## src/rtl/grf_arb_pkg.sv

```systemverilog
// Shared types and constants for the GRF write-port arbiter and its MDU hold buffer.
package grf_arb_pkg;

  typedef enum logic [1:0] {
    ST_IDLE  = 2'd0,
    ST_WAIT  = 2'd1,
    ST_FORCE = 2'd2
  } arb_state_e;

  typedef enum logic [1:0] {
    GNT_NONE = 2'd0,
    GNT_WB   = 2'd1,
    GNT_MD   = 2'd2
  } arb_gnt_e;

  localparam int         STARVE_LIMIT_DEF = 4;
  localparam int         DATA_W           = 32;
  localparam int         RW_W             = 5;
  localparam logic [4:0] REG_ZERO         = 5'd0;

  // A write to r0 is architecturally a no-op, so it never counts as a request.
  function automatic logic is_real_write(input logic we, input logic [RW_W-1:0] rw);
    return we && (rw != REG_ZERO);
  endfunction

  function automatic logic [3:0] sat_inc4(input logic [3:0] v);
    return (v == 4'hF) ? v : v + 4'd1;
  endfunction

endpackage

```

## src/rtl/grf_md_skid.sv

```systemverilog
// One-entry hold register for a pending MDU write-back (valid + rw/data/pc payload).
module grf_md_skid
  import grf_arb_pkg::*;
(
  input  logic              clk,
  input  logic              rst_n,
  input  logic              load,
  input  logic              clear,
  input  logic [RW_W-1:0]   in_rw,
  input  logic [DATA_W-1:0] in_data,
  input  logic [DATA_W-1:0] in_pc,
  output logic              valid,
  output logic [RW_W-1:0]   rw,
  output logic [DATA_W-1:0] data,
  output logic [DATA_W-1:0] pc
);

  logic              valid_d, valid_q;
  logic [RW_W-1:0]   rw_d, rw_q;
  logic [DATA_W-1:0] data_d, data_q;
  logic [DATA_W-1:0] pc_d, pc_q;

  always_comb begin
    valid_d = valid_q;
    rw_d    = rw_q;
    data_d  = data_q;
    pc_d    = pc_q;
    if (clear) valid_d = 1'b0;
    if (load) begin
      valid_d = 1'b1;
      rw_d    = in_rw;
      data_d  = in_data;
      pc_d    = in_pc;
    end
  end

  always_ff @(posedge clk or negedge rst_n) begin
    if (!rst_n) valid_q <= 1'b0;
    else        valid_q <= valid_d;
  end

  // Payload is only meaningful while valid_q is set, so it carries no reset.
  always_ff @(posedge clk) begin
    rw_q   <= rw_d;
    data_q <= data_d;
    pc_q   <= pc_d;
  end

  assign valid = valid_q;
  assign rw    = rw_q;
  assign data  = data_q;
  assign pc    = pc_q;

endmodule

```

## src/rtl/grf_wb_arbiter.sv

```systemverilog
// Arbitrates the single GRF write port between the WB stage and a buffered MDU result,
// stalling the pipeline for one cycle when the MDU entry has been starved too long.
module grf_wb_arbiter
  import grf_arb_pkg::*;
#(
  parameter int STARVE_LIMIT = STARVE_LIMIT_DEF
) (
  input  logic        clk,
  input  logic        reset,
  input  logic        wb_we,
  input  logic [4:0]  wb_rw,
  input  logic [31:0] wb_data,
  input  logic [31:0] wb_pc,
  input  logic        md_valid,
  input  logic [4:0]  md_rw,
  input  logic [31:0] md_data,
  input  logic [31:0] md_pc,
  output logic        md_ready,
  output logic        grf_we,
  output logic [4:0]  grf_rw,
  output logic [31:0] grf_busW,
  output logic [31:0] grf_pc,
  output logic        stall_pipe,
  output logic        md_pending,
  output logic [4:0]  md_pending_rw
);

  localparam logic [4:0] LIMIT = 5'(STARVE_LIMIT);

  arb_state_e  state_d, state_q;
  logic [3:0]  wait_cnt_d, wait_cnt_q;
  logic [4:0]  wait_cnt_inc;
  arb_gnt_e    gnt;

  logic        wb_real;
  logic        hold_load, hold_clear;
  logic        hold_valid;
  logic [4:0]  hold_rw;
  logic [31:0] hold_data, hold_pc;

  assign wb_real      = is_real_write(wb_we, wb_rw);
  assign md_ready     = !hold_valid;
  // r0 results are handshaken away but never occupy the buffer.
  assign hold_load    = md_valid && md_ready && (md_rw != REG_ZERO);
  assign wait_cnt_inc = {1'b0, wait_cnt_q} + 5'd1;

  grf_md_skid u_skid (
    .clk     (clk),
    .rst_n   (reset),
    .load    (hold_load),
    .clear   (hold_clear),
    .in_rw   (md_rw),
    .in_data (md_data),
    .in_pc   (md_pc),
    .valid   (hold_valid),
    .rw      (hold_rw),
    .data    (hold_data),
    .pc      (hold_pc)
  );

  always_comb begin
    state_d    = state_q;
    wait_cnt_d = wait_cnt_q;
    gnt        = GNT_NONE;
    hold_clear = 1'b0;
    case (state_q)
      ST_FORCE: begin
        gnt        = GNT_MD;
        hold_clear = 1'b1;
        state_d    = ST_IDLE;
        wait_cnt_d = 4'd0;
      end
      default: begin
        if (wb_real) begin
          gnt = GNT_WB;
          if (hold_valid) begin
            wait_cnt_d = sat_inc4(wait_cnt_q);
            state_d    = (wait_cnt_inc >= LIMIT) ? ST_FORCE : ST_WAIT;
          end
        end else if (hold_valid) begin
          gnt        = GNT_MD;
          hold_clear = 1'b1;
          state_d    = ST_IDLE;
          wait_cnt_d = 4'd0;
        end
      end
    endcase
  end

  always_ff @(posedge clk or negedge reset) begin
    if (!reset) begin
      state_q    <= ST_IDLE;
      wait_cnt_q <= 4'd0;
    end else begin
      state_q    <= state_d;
      wait_cnt_q <= wait_cnt_d;
    end
  end

  always_comb begin
    grf_we   = 1'b0;
    grf_rw   = 5'd0;
    grf_busW = 32'd0;
    grf_pc   = 32'd0;
    case (gnt)
      GNT_WB: begin
        grf_we   = 1'b1;
        grf_rw   = wb_rw;
        grf_busW = wb_data;
        grf_pc   = wb_pc;
      end
      GNT_MD: begin
        grf_we   = 1'b1;
        grf_rw   = hold_rw;
        grf_busW = hold_data;
        grf_pc   = hold_pc;
      end
      default: ;
    endcase
  end

  assign stall_pipe    = (state_q == ST_FORCE);
  assign md_pending    = hold_valid;
  assign md_pending_rw = hold_valid ? hold_rw : 5'd0;

endmodule

```

## config.mk

```make
export PLATFORM = sky130hd
export DESIGN_NAME = grf_wb_arbiter
export DESIGN_NICKNAME = d
export VERILOG_FILES = /design/src/rtl/grf_arb_pkg.sv /design/src/rtl/grf_md_skid.sv /design/src/rtl/grf_wb_arbiter.sv
export SDC_FILE = /design/constraint.sdc
export NUM_CORES = 1
export LEC_CHECK = 0
export ABC_CLOCK_PERIOD_IN_PS = 8750
export BUFFER_PORTS_ARGS = -buffer_cell sky130_fd_sc_hd__clkbuf_2
export CAP_MARGIN = 10
export CORE_MARGIN = 5
export CORE_UTILIZATION = 46
export CTS_CLUSTER_DIAMETER = 40
export DETAILED_ROUTE_END_ITERATION = 12
export PLACE_DENSITY = 0.94
export SLEW_MARGIN = 20
export SYNTH_ARGS = -nofsm -noshare
export SYNTH_HDL_FRONTEND = slang
export SYNTH_SLANG_ARGS = --single-unit
```

## constraint.sdc

```tcl
create_clock -name clk -period 8.75 [get_ports clk]
set_input_delay 0.875 -clock clk [delete_from_list [all_inputs] [get_ports clk]]
set_output_delay 0.875 -clock clk [all_outputs]
set_load 0.005 [all_outputs]
```

==> flow_summary.yaml, run 1 <==
clocking:
  cts-resized-gates: 0
  cts_root_buf: "clkbuf_8"
  cts_hold_buffers: 0
  postCtsSetupBuffers: 0
  cts_tree: "built"
  path_clk_slew_ns: 0.08
  numCtsBuffers: 9
  clock_path_buffers: 2
  htree_num_levels: 3
  cts_sinks: 76
  clk_latency_ns: 0.32
synth:
  synth_compound_area_share_pct: 19.0
  synth_ff_type: "edfxtp_1"
  muxShareOfSynthArea_pct: 0
  yosys.area.top_type_share_pct: 59.8
  synth_nets: 436
  ys_seq_area_share_pct: 64.8
  synth_cell_types: 28
  synth_top_family_by_area: "compound AO/OA/AOI/OAI gates"
  yosysMostFrequentCell: "nor2_1"
  synth-edff-count: 69
  synth-xor-area-share_pct: 0
  synth_area_leader_cell: "edfxtp_1"
  syn-mean-instance-area_um2: 12.0
  synth_area_mm2: 0.00347
  async_flop_share_pct: 9.21
  synth_common_cells: "71 x nor2_1, 69 x a22oi_1, 69 x edfxtp_1, 23 x clkbuf_1, 7 x dfrtp_1"
  synth_cells: 290
  synthSimpleGateAreaFrac_pct: 11.2
  synthAdderAreaFrac_pct: 1.44
  synth.area.top_cells: "edfxtp_1 60%, a22oi_1 15%, nor2_1 7.7%"
  synth_warnings: 0
  ys_ff_latch: 76
die:
  initial_core_util_pct: 47.5
  dieArea_mm2: 0.00937
  io_pins: 220
  core_area_mm2: 0.00729
  rows: 31
  chipWidth_um: 96.8
  chipHeight_um: 96.8
drt:
  drt_drc_violations_left: 0
  viasPerCell: 5.41
  wl_um: 10200
  firstDrtPassIters: 5
  wl_per_cell_um: 17.1
  drtIter0Drc: 135
  vias: 3241
  ant_nets: 0
setup_path:
  rr_startpoint: "u_skid.valid"
  critPathMostFrequentCell: "clkbuf_2"
  critPathSlowestCell: "ha_4"
  r2r_slack_ns: 6.47
  reg2reg_depth: 2
  crit_path_end_kind: "output port"
  critPathKind: "in -> out"
  r2r_end: "u_skid.pc[1]"
  max_stage_delay_ns: 0.66
  start_kind: "input port"
  cp_num_buf_inv: 2
  critPathTopFamily: "simple AND/OR/NAND/NOR gates"
  crit_path_cell_trace: "clkbuf_2, or4_4, o21a_4, o21ai_4, ha_4, a22oi_1, nor2_1, clkbuf_2"
  required_ns: 7.88
  critPathMaxFanout: 69
  arrival_ns: 3.06
global_routing:
  track_usage_pct: 21.5
  grt_max_degree: 71
  antenna_found_initial: 1
  grt_pass1_vias: 3419
  overflow: 0
  grt_pass1_wl_um: 16500
flow_run:
  max_cap_violations: 0
timing:
  grt_setup_unrepaired: "false"
  tightest_slew_ns: 0.754
  fin_crit_ns: 3.94
  fmaxAchievable_mhz: 254
  finClkSkew_ns: 0.00925
  setup_tns_ns: 0
  final.period_utilization_pct: 45.0
  finalHoldViolCount: 0
  relSlewSlack_pct: 49.6
  hold_ws_ns: 0.378
  finalSetupViolCount: 0
  finalMaxSlewViolations: 0
pwr:
  seqPwrFrac_pct: 40.4
  internal-power_w: 0.000771
  leakage_nw: 2.17
  switching_share_pct: 36.1
  p_comb_share_pct: 40.3
  cellPowerDensity_mw_per_mm2: 252
  switchingPower_w: 0.000436
  p_total_w: 0.00121
  clkPwrFrac_pct: 19.3
  ir_worst_vdd_uv: 184
placed_design:
  io_buffers: 219
  dp_hpwl_um: 7610
  place_congestion: 0.808
cells_and_area:
  areaGrowthSynthToFinish_pct: 38.4
  antenna_cells: 0
  post_route_cells_drive_above_1_share_pct: 48.4
  multi_input_area_mm2: 0.00113
  nFillCells: 566
  register_area_mm2: 0.00225
  postLayoutCoreUtil_pct: 65.8
  nNetsFinal: 641
run_status:
  status: "finished clean"
min_path:
  min_path_type: "in -> async"
==> power by group through the flow <==
| stage | logic (W) | clock network [W] | registers [W] |
|---|---|---|---|
| floorplan | 0.000295 | 0 | 0.000485 |
| global placement | 0.000458 | 0 | 0.000492 |
| detailed placement | 0.000490 | 0 | 0.000495 |
| CTS | 0.000490 | 0.000241 | 0.000488 |
| global route | 0.000539 | 0.000260 | 0.000493 |
| finish | 0.000486 | 0.000234 | 0.000488 |
==> through the flow <==
stage                     instances  worst slack [ns]  area, µm²
after global routing            599              4.66       4800
after CTS                       599              4.83       4800
final                           599              4.81       4800
after detailed placement        583              4.82       4620
after floorplan                 290              4.31       3470
after global placement          583              4.46       4600
==> per-layer routing <==
layer / vias up / routed length, µm / GRT usage, %
met5: - / 13 / 0
met4: 2 / 331 / 10.0
met3: 36 / 958 / 9.28
met2: 173 / 5390 / 38.1
met1: 1530 / 3550 / 21.6
li1: 1500 / - / -
==> worst max path at each step <==
stage,startpoint,cells past startpoint,end,slack (ns)
after floorplan,md_rw[0],3,u_skid.data[0],4.31
after global placement,wb_rw[4],8,grf_busW[26],4.46
after detailed placement,wb_rw[4],8,grf_busW[26],4.82
after CTS,wb_rw[4],8,grf_busW[26],4.83
after global routing,wb_rw[4],8,grf_busW[14],4.66
final,wb_rw[4],8,grf_busW[26],4.81
==> layout make-up <==
cell class | instances | share of cell area [%]
timing repair buffer | 220 | 23.0
sequential | 76 | 46.8
inverter | 5 | 0.391
multi-input combinational | 183 | 23.6
tap | 99 | 2.58
clock buffer | 14 | 3.39
clock inverter | 2 | 0.209
==> registers in the layout (all words and copies together) (netlist names) <==
register / cells
u_skid.data: 32
u_skid.pc: 32
u_skid.rw: 5
wait_cnt_q: 4
state_q: 2
u_skid.valid: 1
==> placed cells by master (no fill, tap or decap), types with 5 or more instances in the layout <==
cell type  instances
a22oi_1           69
clkbuf_2         219
and2_1             6
edfxtp_1          69
nor2_1            70
o21ai_0            6
nand3_1            5
clkbuf_8          11
dfrtp_1            7
==> logic make-up after synthesis <==
family                   count (synthesis)
adder cells (fa/ha/maj)                  4
AND/OR/NAND/NOR                         91
flip-flops                              76
AO/OA/AOI/OAI                           88
buffers and inverters                   31
(Power assumes the default switching activity.)
==> run 2: changes to the inputs <==
--- a/config.mk
+++ b/config.mk
@@ -5,14 +5,14 @@
 export SDC_FILE = /design/constraint.sdc
 export NUM_CORES = 1
 export LEC_CHECK = 0
-export ABC_CLOCK_PERIOD_IN_PS = 8750
+export ABC_CLOCK_PERIOD_IN_PS = 4000
 export BUFFER_PORTS_ARGS = -buffer_cell sky130_fd_sc_hd__clkbuf_2
 export CAP_MARGIN = 10
 export CORE_MARGIN = 5
-export CORE_UTILIZATION = 46
+export CORE_UTILIZATION = 43
 export CTS_CLUSTER_DIAMETER = 40
 export DETAILED_ROUTE_END_ITERATION = 12
-export PLACE_DENSITY = 0.94
+export PLACE_DENSITY = 0.89
 export SLEW_MARGIN = 20
 export SYNTH_ARGS = -nofsm -noshare
 export SYNTH_HDL_FRONTEND = slang
==> constraint.sdc (replaced) <==
create_clock -name clk -period 4 [get_ports clk]
set_input_delay 0.4 -clock clk [delete_from_list [all_inputs] [get_ports clk]]
set_output_delay 0.4 -clock clk [all_outputs]
set_load 0.005 [all_outputs]
==> flow_summary.yaml, run 2 (synthesis results as in run 1) <==
run_status:
  status: "finished clean"
die:
  io_pins: 220
  dieArea_mm2: 0.00996
  rows: 32
  chipWidth_um: 99.8
  initial_core_util_pct: 44.4
  chipHeight_um: 99.8
  core_area_mm2: 0.00781
timing:
  finalSetupViolCount: 0
  grt_setup_unrepaired: "false"
  finalHoldViolCount: 0
  relSlewSlack_pct: 46.5
  final.period_utilization_pct: 79.4
  finClkSkew_ns: 0.00530
  finalMaxSlewViolations: 0
  fmaxAchievable_mhz: 315
  tightest_slew_ns: 0.800
  setup_tns_ns: 0
  fin_crit_ns: 3.17
setup_path:
  required_ns: 3.60
  arrival_ns: 2.77
  start_kind: "flip-flop"
  crit_path_end_kind: "output port"
  critPathMaxFanout: 37
  critPathKind: "reg -> out"
cells_and_area:
  antenna_cells: 0
  nFillCells: 655
  fin_cells: 609
  nNetsFinal: 648
  layout_common_cells: "219 x clkbuf_2, 70 x nor2_1, 69 x a22oi_1, 69 x edfxtp_1, 9 x clkbuf_8"
  final_area_mm2: 0.00486
  post_route_cells_drive_above_1_share_pct: 48.5
  layout_commonest_cell: "clkbuf_2"
  areaGrowthSynthToFinish_pct: 40.2
placed_design:
  placed_area_mm2: 0.00467
  place_congestion: 0.869
  numPlacedInstances: 591
  io_buffers: 219
  dp_hpwl_um: 8010
drt:
  firstDrtPassIters: 4
  ant_nets: 0
  drt_drc_violations_left: 0
  viasPerCell: 5.28
  vias: 3213
  wl_per_cell_um: 17.2
  drtIter0Drc: 140
  wl_um: 10500
pwr:
  cellPowerDensity_mw_per_mm2: 548
  internal-power_w: 0.00169
  seqPwrFrac_pct: 39.5
  p_comb_share_pct: 42.5
  switching_share_pct: 36.6
  leakage_nw: 2.20
  clkPwrFrac_pct: 18.1
  ir_worst_vdd_uv: 401
  switchingPower_w: 0.000976
global_routing:
  grt_pass1_vias: 3348
  top_usage_layer: "met2"
  grt_use_met2_pct: 36.3
  gr-usage-met1_pct: 23.6
  grt_use_met3_pct: 7.30
  track_usage_pct: 20.9
  antenna_found_initial: 2
  grt_max_degree: 44
  grt_pass1_wl_um: 16300
  overflow: 0
clocking:
  cts-resized-gates: 0
  postCtsSetupBuffers: 0
  cts_sinks: 76
  clk_latency_ns: 0.33
  numCtsBuffers: 9
  path_clk_slew_ns: 0.08
  cts_root_buf: "clkbuf_8"
  htree_num_levels: 3
  clock_path_buffers: 2
  cts_hold_buffers: 1
  cts_tree: "built"
flow_run:
  max_cap_violations: 0
min_path:
  min_path_type: "in -> reg"
==> run 2: cell types whose count changed in the layout (fill, tap and decap cells not counted) <==
cell	change
clkbuf_1	+1
ha_4	-2
buf_12	+2
buf_16	+1
buf_4	+3
ha_2	+2
clkinv_1	+1
clkbuf_8	-2
dlygate4sd3_1	+1
==> run 2: stage by stage <==
| stage | power (W) | hold slack, ns | util, % | setup slack [ns] |
|---|---|---|---|---|
| finish | 0.00266 | 0.233 | 62.3 | 0.826 |
| global route | 0.00285 | 0.211 | 62.3 | 0.618 |
| CTS | 0.00268 | 0.220 | 61.9 | 0.834 |
| detailed placement | 0.00219 | 0.249 | 59.8 | 0.922 |
| global placement | 0.00215 | 0.244 | 59.8 | 0.963 |
| floorplan | 0.00171 | 0.104 | - | 0.0136 |
==> run 2: final cells by class <==
type | instances | area (µm²) | share of cell area, %
sequential | 76 | 2250 | 46.2
timing repair buffer | 227 | 1200 | 24.8
multi-input combinational | 183 | 1110 | 22.9
clock buffer | 13 | 139 | 2.86
tap | 102 | 128 | 2.63
inverter | 5 | 18.8 | 0.386
clock inverter | 3 | 13.8 | 0.283
==> run 2: worst paths after layout <==
path / from / endpoint / slack, ns / cells after the start
worst min register to register: state_q[0] / state_q[0] / 0.50 / 1
worst max register to register: u_skid.valid / u_skid.data[11] / 1.96 / 3
max in group asynchronous: reset / wait_cnt_q[2] / 3.39 / 2
worst min-delay path: md_pc[16] / u_skid.pc[16] / 0.23 / 1
min in group asynchronous: reset / wait_cnt_q[1] / 0.44 / 2
worst max-delay path: u_skid.valid / grf_busW[8] / 0.83 / 9
==> run 2: critical path, stage by stage (launching register included) <==
cell and delay [ns]:
dfrtp_1 0.36, buf_4 0.19, inv_1 0.20, o21ai_4 0.10
inv_2 0.07, ha_2 0.57, buf_4 0.48, a22oi_1 0.16
nor2_1 0.14, clkbuf_2 0.13
==> run 2: power by group through the flow <==
stage | sequential (W) | clock, W | combinational, W
3_5_place_dp | 0.00107 | 0 | 0.00112
4_1_cts | 0.00105 | 0.000495 | 0.00113
3_3_place_gp | 0.00106 | 0 | 0.00108
5_1_grt | 0.00106 | 0.000530 | 0.00126
6_report | 0.00105 | 0.000482 | 0.00113
2_1_floorplan | 0.00106 | 0 | 0.000645
==> run 2: routing by layer <==
layer,routed length (µm),vias up
met2,5340,196
met4,187,4
met1,3760,1478
met3,1150,21
li1,-,1514
met5,34,-
